<file path="src/rtl/dev_arbiter.sv">
// dev_arbiter: two-master (CPU = m0, DMA = m1) arbiter in front of a single
// bridge port. One transaction at a time: IDLE -> BUSYn -> DONE -> IDLE.
// Contested requests are resolved by a round-robin pointer that flips on
// every completion. A BUSY phase ends on bus_ready or after TIMEOUT cycles.
module dev_arbiter #(
    parameter int unsigned TIMEOUT = 16
) (
    input  logic        clk,
    input  logic        reset,
    // master 0 (CPU)
    input  logic        m0_req,
    input  logic [29:0] m0_addr,
    input  logic [31:0] m0_wd,
    input  logic        m0_we,
    output logic [31:0] m0_rd,
    output logic        m0_ack,
    output logic        m0_err,
    // master 1 (DMA)
    input  logic        m1_req,
    input  logic [29:0] m1_addr,
    input  logic [31:0] m1_wd,
    input  logic        m1_we,
    output logic [31:0] m1_rd,
    output logic        m1_ack,
    output logic        m1_err,
    // bridge side
    output logic [29:0] bus_addr,
    output logic [31:0] bus_wd,
    output logic        bus_wen,
    input  logic [31:0] bus_rd,
    input  logic        bus_ready,
    output logic [1:0]  grant
);

    typedef enum logic [1:0] {
        IDLE  = 2'd0,
        BUSY0 = 2'd1,
        BUSY1 = 2'd2,
        DONE  = 2'd3
    } state_t;

    // Last value of the wait counter before the access is abandoned.
    localparam logic [7:0] WAIT_LAST = 8'(TIMEOUT - 1);

    state_t     state;
    logic       ptr;      // 0: m0 wins a tie, 1: m1 wins a tie
    logic [7:0] wcnt;     // BUSY cycles elapsed without bus_ready

    logic       finish;   // BUSY phase ends at this edge
    logic [31:0] rd_next;
    logic       err_next;

    // End-of-access decode; bus_ready takes priority over the timeout.
    always_comb begin
        finish   = 1'b0;
        rd_next  = 32'h0;
        err_next = 1'b0;
        if (state == BUSY0 || state == BUSY1) begin
            if (bus_ready) begin
                finish  = 1'b1;
                rd_next = bus_rd;
            end else if (wcnt == WAIT_LAST) begin
                finish   = 1'b1;
                err_next = 1'b1;
            end
        end
    end

    // Arbitration FSM with registered per-master completion results.
    always_ff @(posedge clk or posedge reset) begin
        if (reset) begin
            state  <= IDLE;
            ptr    <= 1'b0;
            wcnt   <= 8'h0;
            m0_ack <= 1'b0;
            m1_ack <= 1'b0;
            m0_err <= 1'b0;
            m1_err <= 1'b0;
            m0_rd  <= 32'h0;
            m1_rd  <= 32'h0;
        end else begin
            m0_ack <= 1'b0;
            m1_ack <= 1'b0;
            case (state)
                IDLE: begin
                    wcnt <= 8'h0;
                    if (m0_req && (!m1_req || !ptr))
                        state <= BUSY0;
                    else if (m1_req)
                        state <= BUSY1;
                end
                BUSY0, BUSY1: begin
                    if (finish) begin
                        state <= DONE;
                        ptr   <= ~ptr;
                        wcnt  <= 8'h0;
                        if (state == BUSY0) begin
                            m0_ack <= 1'b1;
                            m0_rd  <= rd_next;
                            m0_err <= err_next;
                        end else begin
                            m1_ack <= 1'b1;
                            m1_rd  <= rd_next;
                            m1_err <= err_next;
                        end
                    end else begin
                        wcnt <= wcnt + 8'h1;
                    end
                end
                DONE:    state <= IDLE;
                default: state <= IDLE;
            endcase
        end
    end

    // Bus mux and grant decode; everything is quiet outside BUSY.
    always_comb begin
        bus_addr = 30'h0;
        bus_wd   = 32'h0;
        bus_wen  = 1'b0;
        grant    = 2'b00;
        case (state)
            BUSY0: begin
                bus_addr = m0_addr;
                bus_wd   = m0_wd;
                bus_wen  = m0_we;
                grant    = 2'b01;
            end
            BUSY1: begin
                bus_addr = m1_addr;
                bus_wd   = m1_wd;
                bus_wen  = m1_we;
                grant    = 2'b10;
            end
            default: ;
        endcase
    end

endmodule

</file>
<file path="config.mk">
export PLATFORM = sky130hd
export DESIGN_NAME = dev_arbiter
export DESIGN_NICKNAME = d
export VERILOG_FILES = /design/src/rtl/dev_arbiter.sv
export SDC_FILE = /design/constraint.sdc
export NUM_CORES = 1
export LEC_CHECK = 0
export ABC_AREA = 1
export CORE_AREA = 2 2 114 116
export DETAILED_ROUTE_END_ITERATION = 10
export DIE_AREA = 0 0 116 118
export PLACE_DENSITY = 0.8
export SYNTH_ARGS = -nofsm -noshare
export SYNTH_HDL_FRONTEND = slang
export SYNTH_SLANG_ARGS = --single-unit
</file>
<file path="constraint.sdc">
create_clock -name clk -period 5.7 [get_ports clk]
set_input_delay 0.855 -clock clk [delete_from_list [all_inputs] [get_ports clk]]
set_output_delay 0.855 -clock clk [all_outputs]
set_load 0.02 [all_outputs]
</file>
==> metrics.md, run 1 <==
| Metric | Value |
|---|---|
| Clk pwr share | 14.8% |
| Core box area | 12410 sq um |
| Initial antenna violation count | 0 |
| Crit. path cell count | 5 |
| Placed cell count | 1084 |
| Post-CTS Setup Bufs | 0 |
| First-pass DRT Iterations | 5 |
| Post-synthesis simple-gate area fraction | 35.94% |
| Synth Area in Adders | 2.248% |
| Area contributors post-synth | dfrtp_1 (44%), nand2_1 (29%), a21oi_1 (7.3%) |
| Main combinational cell family by area after synthesis | simple AND/OR/NAND/NOR gates |
| Diode count | 0 |
| Post-placement cell area | 7471 sq um |
| Post-CTS sizing | 0 |
| Total grt overflow | 0 |
| Internal Dissipation | 0.002305 W |
| Primary FF master, synth | dfrtp_1 |
| Worst flop-to-flop path endpoint | m1_rd[8] |
| Worst R2R Start | state[1] |
| Via density | 4.663 |
| Multi-input gate area | 2126 sq um |
| Minimum clock period | 3.941 ns |
| Fmax | 0.2537 GHz |
| Setup TNS | 0 ns |
| Post-layout nets | 1094 |
| Bufs and invs on worst path | 3 |
| Number of synthesized flops with an enable pin | 0 |
| Clk Latency, worst-skew pair | 0.33 ns |
| Crit-path leading delay family | buffers and inverters |
| Register area | 1977 sq um |
| DRC violations left | 0 |
| Worst min-delay path class | flop to flop |
| Async S/R FF share, synth | 100.0% |
| Fin area | 7802 sq um |
| Number of setup violations in the final report | 0 |
| Worst path cell trace | inv_1 > ha_1 > inv_2 > a21oi_1 > clkdlybuf4s50_1 |
| CTS H-tree depth | 3 |
| Ys Warns | 0 |
| Layout Skew | 0.006594 ns |
| Synth cell count leaders | nand2_1 (339), dfrtp_1 (79), a21oi_1 (65) |
| Xor and xnor area share after synthesis | 0.9834% |
| Final Non-Filler Cells | 1099 |
| Tcrit/Tclk final | 69.14% |
| Post-synthesis cell count | 651 |
| Worst Setup SP | state[0] |
| Synth Area per Inst | 6.840 sq um |
| WP data arrival | 3.09 ns |
| Vias in the first global route | 5037 |
| Port Buffer Count | 295 |
| Crit Path Max Fanout | 66 |
| Synth Register Bits | 79 |
| Total GRT Usage | 24.82% |
| Crit path largest cell delay | 0.82 ns |
| Post-synthesis compound-gate area fraction | 8.008% |
| Most frequent cell after synthesis | nand2_1 |
| Starting density of the core | 35.87% |
| Clk root buf | clkbuf_16 |
| Critical path endpoint | bus_addr[9] |
| Sequential share of power | 21.9% |
| Vias | 5125 |
| Net Count, Synth | 822 |
| Final wirelength | 17250 microns |
| Post-Syn Area | 4453 sq um |
| Clk pin slew, worst setup/hold paths | 0.06 ns |
| Die Ht | 118 microns |
| Layout cells sized above 1 | 3.883% |
| Seq/Total Area, Yosys | 44.39% |
| Slew @ Worst Pin | 1.156 ns |
| Largest area contributor in the netlist | dfrtp_1 |
| Area Overhead vs Synth | 75.22% |
| Switching pwr | 0.001948 W |
| Wire per inst | 15.70 microns |
| Crit end category | output port |
| Multiplexer share of the synthesized area | 0.2248% |
| Flop-to-flop setup slack | 2.40 ns |
| CP Class | flop to output port |
| Worst vdd ir | 268.6 uV |
| RSZ-0062 raised after global routing | false |
| Detailed placement HPWL | 12910 microns |
| MaxCap Viol Count | 0 |
| Die width | 116 microns |
| Worst Path Required | 4.85 ns |
| CTS buffer count | 9 |
| Iter 0 DRT Violations | 344 |
| P per Cell Area | 545.0 nW/um^2 |
| Critical path's slowest cell | inv_2 |
| Post-synthesis cell type count | 26 |
| Status | finished, final reports clean |
| Die area | 13690 sq um |
| Number of fill cells | 1076 |
| Comb power frac | 63.4% |
| GP Congestion | 0.9611 |
| First-pass GRT wire length | 26250 microns |
| Antenna-violating nets left | 0 |
| Leakage Power | 3.595 nW |
| FF-to-FF path depth | 7 |
| CTS tree | done |
| Sw frac | 45.80% |
| TritonCTS sink count | 79 |
| Critical Path Start Type | flop |
| Synth top area share | 44.39% |
| Clock Tree Buf Depth | 2 |
| # hold bufs at CTS | 0 |
| Rel. slew slack | 22.95% |
| FP Rows | 41 |
| Max-slew violations | 0 |
| Hold Vio Cnt, Final | 0 |
| Largest net degree at the start of global routing | 82 |
| IO Count | 296 |
[power by group through the flow]
| stage | combinational (W) | sequential [W] | clock (W) |
|---|---|---|---|
| 3_3_place_gp | 0.00270 | 0.000929 | 0 |
| 5_1_grt | 0.00292 | 0.000959 | 0.000659 |
| 4_1_cts | 0.00272 | 0.000929 | 0.000639 |
| 2_1_floorplan | 0.00126 | 0.00118 | 0 |
| 3_5_place_dp | 0.00270 | 0.000935 | 0 |
| 6_report | 0.00270 | 0.000930 | 0.000627 |
[tightest hold or removal path: cells and delay by family (launching register included)]
family,cells,cell delay [ns]
flops,1,0.34
simple gates,2,0.10
[stage by stage]
step	util, %	power [W]	hold WS (ns)	setup WS [ns]
detailed placement	60.18	0.003635	0.4577	2.060
finish	62.85	0.004252	0.4677	1.759
global placement	60.18	0.003624	0.4525	2.120
CTS	62.85	0.004286	0.4718	1.682
floorplan	-	0.002436	0.4540	2.822
global route	62.85	0.004542	0.4828	1.484
[cell families (layout without fill, tap and decap cells)]
group,count (synthesis),in the layout
flip-flops,79,79
XOR/XNOR,5,5
buffers and inverters,83,359
adder cells (fa/ha/maj),8,8
AND/OR/NAND/NOR,407,407
AO/OA/AOI/OAI,68,68
multiplexers,1,1
[per-layer routing]
layer / vias to the layer above / track usage, % / wire (microns)
met5: - / 0 / 0
met4: 0 / 8.036 / 402
met3: 24 / 8.496 / 1644
met2: 220 / 40.53 / 8301
met1: 2370 / 30.55 / 6903
li1: 2511 / - / -
[state kept, by name (all words and copies together), names as in the netlist]
name / flops
m0_ack: 1
m0_err: 1
m0_rd: 32
m1_ack: 1
m1_err: 1
m1_rd: 32
ptr: 1
state: 2
wcnt: 8
[layout make-up]
class,instances,area share (%)
repair buffers,299,38.23
multi-input cells,489,27.25
clock buffers,12,3.416
inverters,45,2.181
well taps,172,2.758
clock inverters,3,0.8339
flip-flops and latches,79,25.34
[cells in the final DEF (no fill, tap or decap)]
| cell type | Yosys | routed |
|---|---|---|
| nand2_1 | 339 | 339 |
| clkdlybuf4s50_1 | 0 | 295 |
| dfrtp_1 | 79 | 79 |
| a21oi_1 | 65 | 65 |
| nor2_1 | 47 | 47 |
| inv_1 | 44 | 42 |
| nand2_2 | 9 | 9 |
| clkbuf_16 | 0 | 9 |
| ha_1 | 8 | 6 |
| nand3_1 | 5 | 5 |
| xor2_1 | 4 | 4 |
| buf_4 | 1 | 4 |
| clkbuf_8 | 0 | 3 |
| nand3_4 | 2 | 2 |
| clkinv_2 | 0 | 2 |
| bufinv_16 | 0 | 2 |
| nand3_2 | 1 | 1 |
| inv_2 | 0 | 1 |
| or2_1 | 1 | 1 |
| o21bai_1 | 1 | 1 |
| mux2i_1 | 1 | 1 |
| o21bai_4 | 1 | 1 |
| clkinv_1 | 1 | 1 |
| nor3_1 | 1 | 1 |
| nand4_1 | 1 | 1 |
| xnor2_1 | 1 | 1 |
| o21ai_0 | 1 | 1 |
| nand3b_1 | 1 | 1 |
| ha_2 | 0 | 1 |
| ha_4 | 0 | 1 |
[worst min-delay path by stage]
stage               from   endpoint  slack, ns  depth (start not counted)
5_1_grt        m0_rd[18]  m0_rd[18]       0.48                          2
6_report          m0_err     m0_err       0.47                          2
3_5_place_dp   m0_rd[18]  m0_rd[18]       0.46                          2
3_3_place_gp   m0_rd[14]  m0_rd[14]       0.45                          2
4_1_cts        m0_rd[18]  m0_rd[18]       0.47                          2
2_1_floorplan        ptr        ptr       0.45                          2
Note: power is estimated with default switching activity, not from simulation.
==> inputs of run 2 (changes only) <==
--- a/config.mk
+++ b/config.mk
@@ -6,10 +6,10 @@
 export NUM_CORES = 1
 export LEC_CHECK = 0
 export ABC_AREA = 1
-export CORE_AREA = 2 2 114 116
+export CORE_MARGIN = 2
+export CORE_UTILIZATION = 36
 export DETAILED_ROUTE_END_ITERATION = 10
-export DIE_AREA = 0 0 116 118
-export PLACE_DENSITY = 0.8
+export PLACE_DENSITY = 0.81
 export SYNTH_ARGS = -nofsm -noshare
 export SYNTH_HDL_FRONTEND = slang
 export SYNTH_SLANG_ARGS = --single-unit
==> constraint.sdc (replaced) <==
create_clock -name clk -period 4.1 [get_ports clk]
set_input_delay 0.615 -clock clk [delete_from_list [all_inputs] [get_ports clk]]
set_output_delay 0.615 -clock clk [all_outputs]
set_load 0.02 [all_outputs]
==> metrics.md, run 2 (synthesized netlist as in run 1, its figures left out) <==
| Metric | Value |
|---|---|
| Layout cells sized above 1 | 4.497% (was 3.883%) |
| Die area | 13280 sq um (was 13690 sq um) |
| Iter 0 DRT Violations | 339 (was 344) |
| Worst min-delay path class | flop to flop (unchanged) |
| Clk pin slew, worst setup/hold paths | 0.06 ns (about the same) |
| Largest net degree at the start of global routing | 64 (was 82) |
| Commonest non-fill, non-tap cells in the layout | nand2_1 (339), clkdlybuf4s50_1 (295), dfrtp_1 (79), a21oi_1 (65), nor2_1 (47) (unchanged) |
| Worst Path Required | 3.48 ns (was 4.85 ns) |
| Fmax | 0.2847 GHz |
| Hold Vio Cnt, Final | 0 (unchanged) |
| Total GRT Usage | 25.82% (was 24.82%) |
| Clk root buf | clkbuf_16 (unchanged) |
| # hold bufs at CTS | 0 (unchanged) |
| FP Rows | 40 (was 41) |
| Setup TNS | 0 ns (unchanged) |
| Placed cell count | 1086 (was 1084) |
| WP data arrival | 2.90 ns (was 3.09 ns) |
| Post-CTS Setup Bufs | 0 (unchanged) |
| Register area | 1977 sq um (unchanged) |
| Die Ht | 115.2 microns (was 118 microns) |
| P per Cell Area | 747.0 nW/um^2 (was 545.0 nW/um^2) |
| Wire per inst | 16.01 microns (was 15.70 microns) |
| GP Congestion | 0.8872 (was 0.9611) |
| Detailed placement HPWL | 13280 microns (was 12910 microns) |
| MaxCap Viol Count | 0 (unchanged) |
| First-pass GRT wire length | 26340 microns (was 26250 microns) |
| Post-CTS sizing | 0 (unchanged) |
| TritonCTS sink count | 79 (unchanged) |
| Number of fill cells | 1052 (was 1076) |
| Area Overhead vs Synth | 74.68% (was 75.22%) |
| Initial antenna violation count | 1 (was 0) |
| RSZ-0062 raised after global routing | false (unchanged) |
| Crit Path Max Fanout | 24 (was 66) |
| Crit end category | output port (unchanged) |
| Leakage Power | 3.585 nW (was 3.595 nW) |
| Minimum clock period | 3.512 ns |
| Via density | 4.674 (was 4.663) |
| IO Count | 296 (unchanged) |
| CP Class | flop to output port (unchanged) |
| DRC violations left | 0 (unchanged) |
| Starting density of the core | 36.92% (was 35.87%) |
| CTS tree | done (unchanged) |
| Vias in the first global route | 5035 (was 5037) |
| Total grt overflow | 0 (unchanged) |
| Critical Path Start Type | flop (unchanged) |
| Max-slew violations | 0 (unchanged) |
| First-pass DRT Iterations | 5 (unchanged) |
| Final Non-Filler Cells | 1103 (was 1099) |
| Layout Skew | 0.007791 ns (was 0.006594 ns) |
| Port Buffer Count | 295 (unchanged) |
| CTS H-tree depth | 3 (unchanged) |
| Multi-input gate area | 2126 sq um (unchanged) |
| Number of setup violations in the final report | 0 (unchanged) |
| Rel. slew slack | 29.78% (was 22.95%) |
| Antenna-violating nets left | 0 (unchanged) |
| CTS buffer count | 9 (unchanged) |
| Clock Tree Buf Depth | 2 (unchanged) |
| Die width | 115.2 microns (was 116 microns) |
| Tcrit/Tclk final | 85.66% |
| Final wirelength | 17660 microns (was 17250 microns) |
| Post-layout nets | 1100 (was 1094) |
| Core box area | 12060 sq um (was 12410 sq um) |
| Vias | 5155 (was 5125) |
| Status | finished, final reports clean (unchanged) |
| Commonest non-fill, non-tap cell in the layout | nand2_1 (unchanged) |
| Slew @ Worst Pin | 1.052 ns (was 1.156 ns) |
| Worst vdd ir | 386.8 uV (was 268.6 uV) |
| Largest regs | m0_rd x32, m1_rd x32, wcnt x8 (unchanged) |
| Clk Latency, worst-skew pair | 0.33 ns (about the same) |
[run 2: per-layer routing]
| metal | routed length (microns) | global-route usage (%) | part of all wire [%] |
|---|---|---|---|
| met5 | 0 | 0 | 0 |
| met4 | 456 | 8.755 | 2.6 |
| met3 | 1582 | 8.751 | 9.0 |
| met2 | 8883 | 46.47 | 50 |
| met1 | 6739 | 28.46 | 38 |
[run 2: critical path, stage by stage (launching register included)]
cell and delay, ns:
dfrtp_1 0.46, inv_1 0.13, ha_1 0.48, inv_2 0.25, buf_4 0.29, a21oi_1 0.25
clkdlybuf4s50_1 0.68
[run 2: path summary, 6_finish.rpt]
kind	from	to	slack, ns	cells past startpoint
worst max register to register	state[1]	m1_rd[26]	1.51	6
min in group asynchronous	reset	m1_rd[21]	0.86	2
worst max-delay path	state[0]	bus_wen	0.59	6
worst min-delay path	m1_rd[9]	m1_rd[9]	0.47	2
worst min register to register	m1_rd[9]	m1_rd[9]	0.47	2
max in group asynchronous	reset	m1_rd[3]	2.42	3
[run 2: cell type report]
| cell class | instances | area share (%) |
|---|---|---|
| sequential | 79 | 25.41 |
| multi-input combinational | 489 | 27.33 |
| tap | 168 | 2.702 |
| timing repair buffer | 305 | 38.93 |
| antenna | 1 | 0.03217 |
| inverter | 45 | 2.171 |
| clock buffer | 10 | 2.944 |
| clock inverter | 6 | 0.4825 |
[run 2: where the power goes]
part | internal, W | switching, W | total (W)
logic | 0.00155 | 0.00225 | 0.00380
registers | 0.00110 | 0.000185 | 0.00129
clock network | 0.000406 | 0.000314 | 0.000721
total | 0.00306 | 0.00275 | 0.00581
[run 2: through the flow]
stage               total power, W  setup slack, ns  instance area, sq um  hold slack, ns  utilization (%)
floorplan                 0.003387            1.462                  4453          0.4540                -
global placement          0.005067           0.9540                  7510          0.4522            62.26
detailed placement        0.005109           0.9212                  7510          0.4578            62.26
CTS                       0.005854           0.5425                  7776          0.4725            64.47
global route              0.006205           0.4792                  7779          0.4863            64.49
finish                    0.005810           0.5879                  7779          0.4663            64.49
==> inputs of run 3 (changes only) <==
--- a/config.mk
+++ b/config.mk
@@ -6,10 +6,12 @@
 export NUM_CORES = 1
 export LEC_CHECK = 0
 export ABC_AREA = 1
-export CORE_MARGIN = 2
+export CORE_MARGIN = 1.5
 export CORE_UTILIZATION = 36
 export DETAILED_ROUTE_END_ITERATION = 10
+export MAX_ROUTING_LAYER = met4
 export PLACE_DENSITY = 0.81
+export SETUP_SLACK_MARGIN = 0.15
 export SYNTH_ARGS = -nofsm -noshare
 export SYNTH_HDL_FRONTEND = slang
 export SYNTH_SLANG_ARGS = --single-unit
==> metrics.md, run 3 (synthesized netlist as in run 1, its figures left out) <==
| Metric | Value |
|---|---|
| Sequential share of power | 21.4% (was 22.2%) |
| Commonest non-fill, non-tap cell in the layout | nand2_1 (unchanged) |
| Layout cells sized above 1 | 4.399% (was 4.497%) |
| Hold Vio Cnt, Final | 0 (unchanged) |
| M1 GR Usage | 33.51% (was 28.46%) |
| Detailed placement HPWL | 14160 microns (was 13280 microns) |
| Minimum clock period | 3.439 ns (was 3.512 ns) |
| FP Rows | 40 (unchanged) |
| Starting density of the core | 36.92% (unchanged) |
| P per Cell Area | 768.8 nW/um^2 (was 747.0 nW/um^2) |
| CTS H-tree depth | 3 (unchanged) |
| WP data arrival | 2.82 ns (was 2.90 ns) |
| Die Ht | 114.2 microns (was 115.2 microns) |
| Leakage Power | 3.617 nW (was 3.585 nW) |
| Via density | 4.675 (was 4.674) |
| Rel. slew slack | 51.05% (was 29.78%) |
| Worst min-delay path class | flop to flop (unchanged) |
| Clk Latency, worst-skew pair | 0.33 ns (about the same) |
| Worst Path Required | 3.48 ns (about the same) |
| Post-CTS Setup Bufs | 0 (unchanged) |
| Slew @ Worst Pin | 0.7342 ns (was 1.052 ns) |
| First-pass GRT wire length | 28120 microns (was 26340 microns) |
| Worst setup margin | 0.6611 ns (was 0.5879 ns) |
| GP Congestion | 1.023 (was 0.8872) |
| CTS buffer count | 9 (unchanged) |
| Die width | 114.2 microns (was 115.2 microns) |
| Worst slack, placed | 1.049 ns (was 0.9212 ns) |
| Internal Dissipation | 0.003259 W (was 0.003061 W) |
| DRC violations left | 0 (unchanged) |
| Clock Tree Buf Depth | 2 (unchanged) |
| Number of fill cells | 1024 (was 1052) |
| Comb power frac | 63.8% (was 65.4%) |
| Port Buffer Count | 295 (unchanged) |
| Vias | 5147 (was 5155) |
| TritonCTS sink count | 79 (unchanged) |
| Met3 usage | 5.082% (was 8.751%) |
| Switching pwr | 0.002778 W (was 0.002749 W) |
| MaxCap Viol Count | 0 (unchanged) |
| Crit Path Max Fanout | 31 (was 24) |
| Largest regs | m0_rd x32, m1_rd x32, wcnt x8 (unchanged) |
| Layout Skew | 0.005977 ns (was 0.007791 ns) |
| Clk pwr share | 14.8% (was 12.4%) |
| RSZ-0062 raised after global routing | false (unchanged) |
| Commonest non-fill, non-tap cells in the layout | nand2_1 (339), clkdlybuf4s50_1 (295), dfrtp_1 (79), a21oi_1 (65), nor2_1 (47) (unchanged) |
| Antenna-violating nets left | 0 (unchanged) |
| CTS tree | done (unchanged) |
| # hold bufs at CTS | 0 (unchanged) |
| Clk pin slew, worst setup/hold paths | 0.06 ns (about the same) |
| Wire per inst | 16.92 microns (was 16.01 microns) |
| Largest net degree at the start of global routing | 67 (was 64) |
| Post-CTS sizing | 0 (unchanged) |
| Status | finished, final reports clean (unchanged) |
| Vias in the first global route | 5213 (was 5035) |
| Total grt overflow | 0 (unchanged) |
| Crit end category | output port (unchanged) |
| Total GRT Usage | 29.32% (was 25.82%) |
| Number of setup violations in the final report | 0 (unchanged) |
| Core box area | 12060 sq um (unchanged) |
| Area Overhead vs Synth | 76.34% (was 74.68%) |
| Post-layout nets | 1099 (was 1100) |
| Tcrit/Tclk final | 83.88% (was 85.66%) |
| Critical Path Start Type | flop (unchanged) |
| IO Count | 296 (unchanged) |
| CP Class | flop to output port (unchanged) |
| Die area | 13050 sq um (was 13280 sq um) |
| Initial antenna violation count | 1 (unchanged) |
| Setup TNS | 0 ns (unchanged) |
| Fmax | 0.2908 GHz (was 0.2847 GHz) |
| Final wirelength | 18630 microns (was 17660 microns) |
| Max-slew violations | 0 (unchanged) |
| Worst vdd ir | 399.6 uV (was 386.8 uV) |
| Grt met2 use | 50.96% (was 46.47%) |
| First-pass DRT Iterations | 5 (unchanged) |
| Sw frac | 46.01% (was 47.32%) |
| Iter 0 DRT Violations | 340 (was 339) |
| Clk root buf | clkbuf_16 (unchanged) |
| GRT busiest layer | met2 (unchanged) |
-- run 3: path summary, 6_finish.rpt --
| path | from | to | slack (ns) | depth (start not counted) |
|---|---|---|---|---|
| min in group asynchronous | reset | m0_rd[22] | 0.66 | 2 |
| min reg2reg | m1_rd[25] | m1_rd[25] | 0.47 | 2 |
| max | state[0] | bus_addr[29] | 0.66 | 6 |
| max in group asynchronous | reset | m1_rd[1] | 2.65 | 3 |
| max reg2reg | state[1] | m1_rd[14] | 1.53 | 7 |
| min | m1_rd[25] | m1_rd[25] | 0.47 | 2 |
-- run 3: metal layers --
layer  vias up  share of wire, %
met5         -                 0
met4         0               3.6
li1       2529                 -
met2       225                51
met1      2359                39
met3        34               6.5
-- run 3: metrics by stage --
step / instances / util, % / cell area (sq um) / power (W) / hold WS [ns]
2_1_floorplan: 651 / - / 4453 / 0.003387 / 0.4540
3_3_place_gp: 1085 / 62.30 / 7515 / 0.005087 / 0.4523
3_5_place_dp: 1085 / 62.30 / 7515 / 0.005128 / 0.4577
4_1_cts: 1100 / 65.08 / 7850 / 0.006050 / 0.4717
5_1_grt: 1101 / 65.10 / 7853 / 0.006397 / 0.4823
6_report: 1101 / 65.10 / 7853 / 0.006037 / 0.4678
-- run 3: final cells by class --
type / count / area, sq um / area share, %
repair buffers: 304 / 3033 / 38.62
multi-input cells: 489 / 2126 / 27.07
flip-flops and latches: 79 / 1977 / 25.18
clock buffers: 9 / 225.2 / 2.868
well taps: 168 / 210.2 / 2.677
inverters: 45 / 168.9 / 2.151
clock inverters: 6 / 110.1 / 1.402
diodes: 1 / 2.502 / 0.03187
-- run 3: worst max-delay path: stages, from the launching register on --
cell	delay (ns)
dfrtp_1	0.47
inv_1	0.14
ha_1	0.48
inv_2	0.24
buf_4	0.30
a21oi_1	0.20
clkdlybuf4s50_1	0.64
-- run 3: power groups by stage --
stage	logic, W	clock network (W)	registers, W
2_1_floorplan	0.00175	0	0.00164
3_3_place_gp	0.00380	0	0.00129
3_5_place_dp	0.00383	0	0.00130
4_1_cts	0.00385	0.000907	0.00129
5_1_grt	0.00412	0.000947	0.00133
6_report	0.00385	0.000895	0.00129
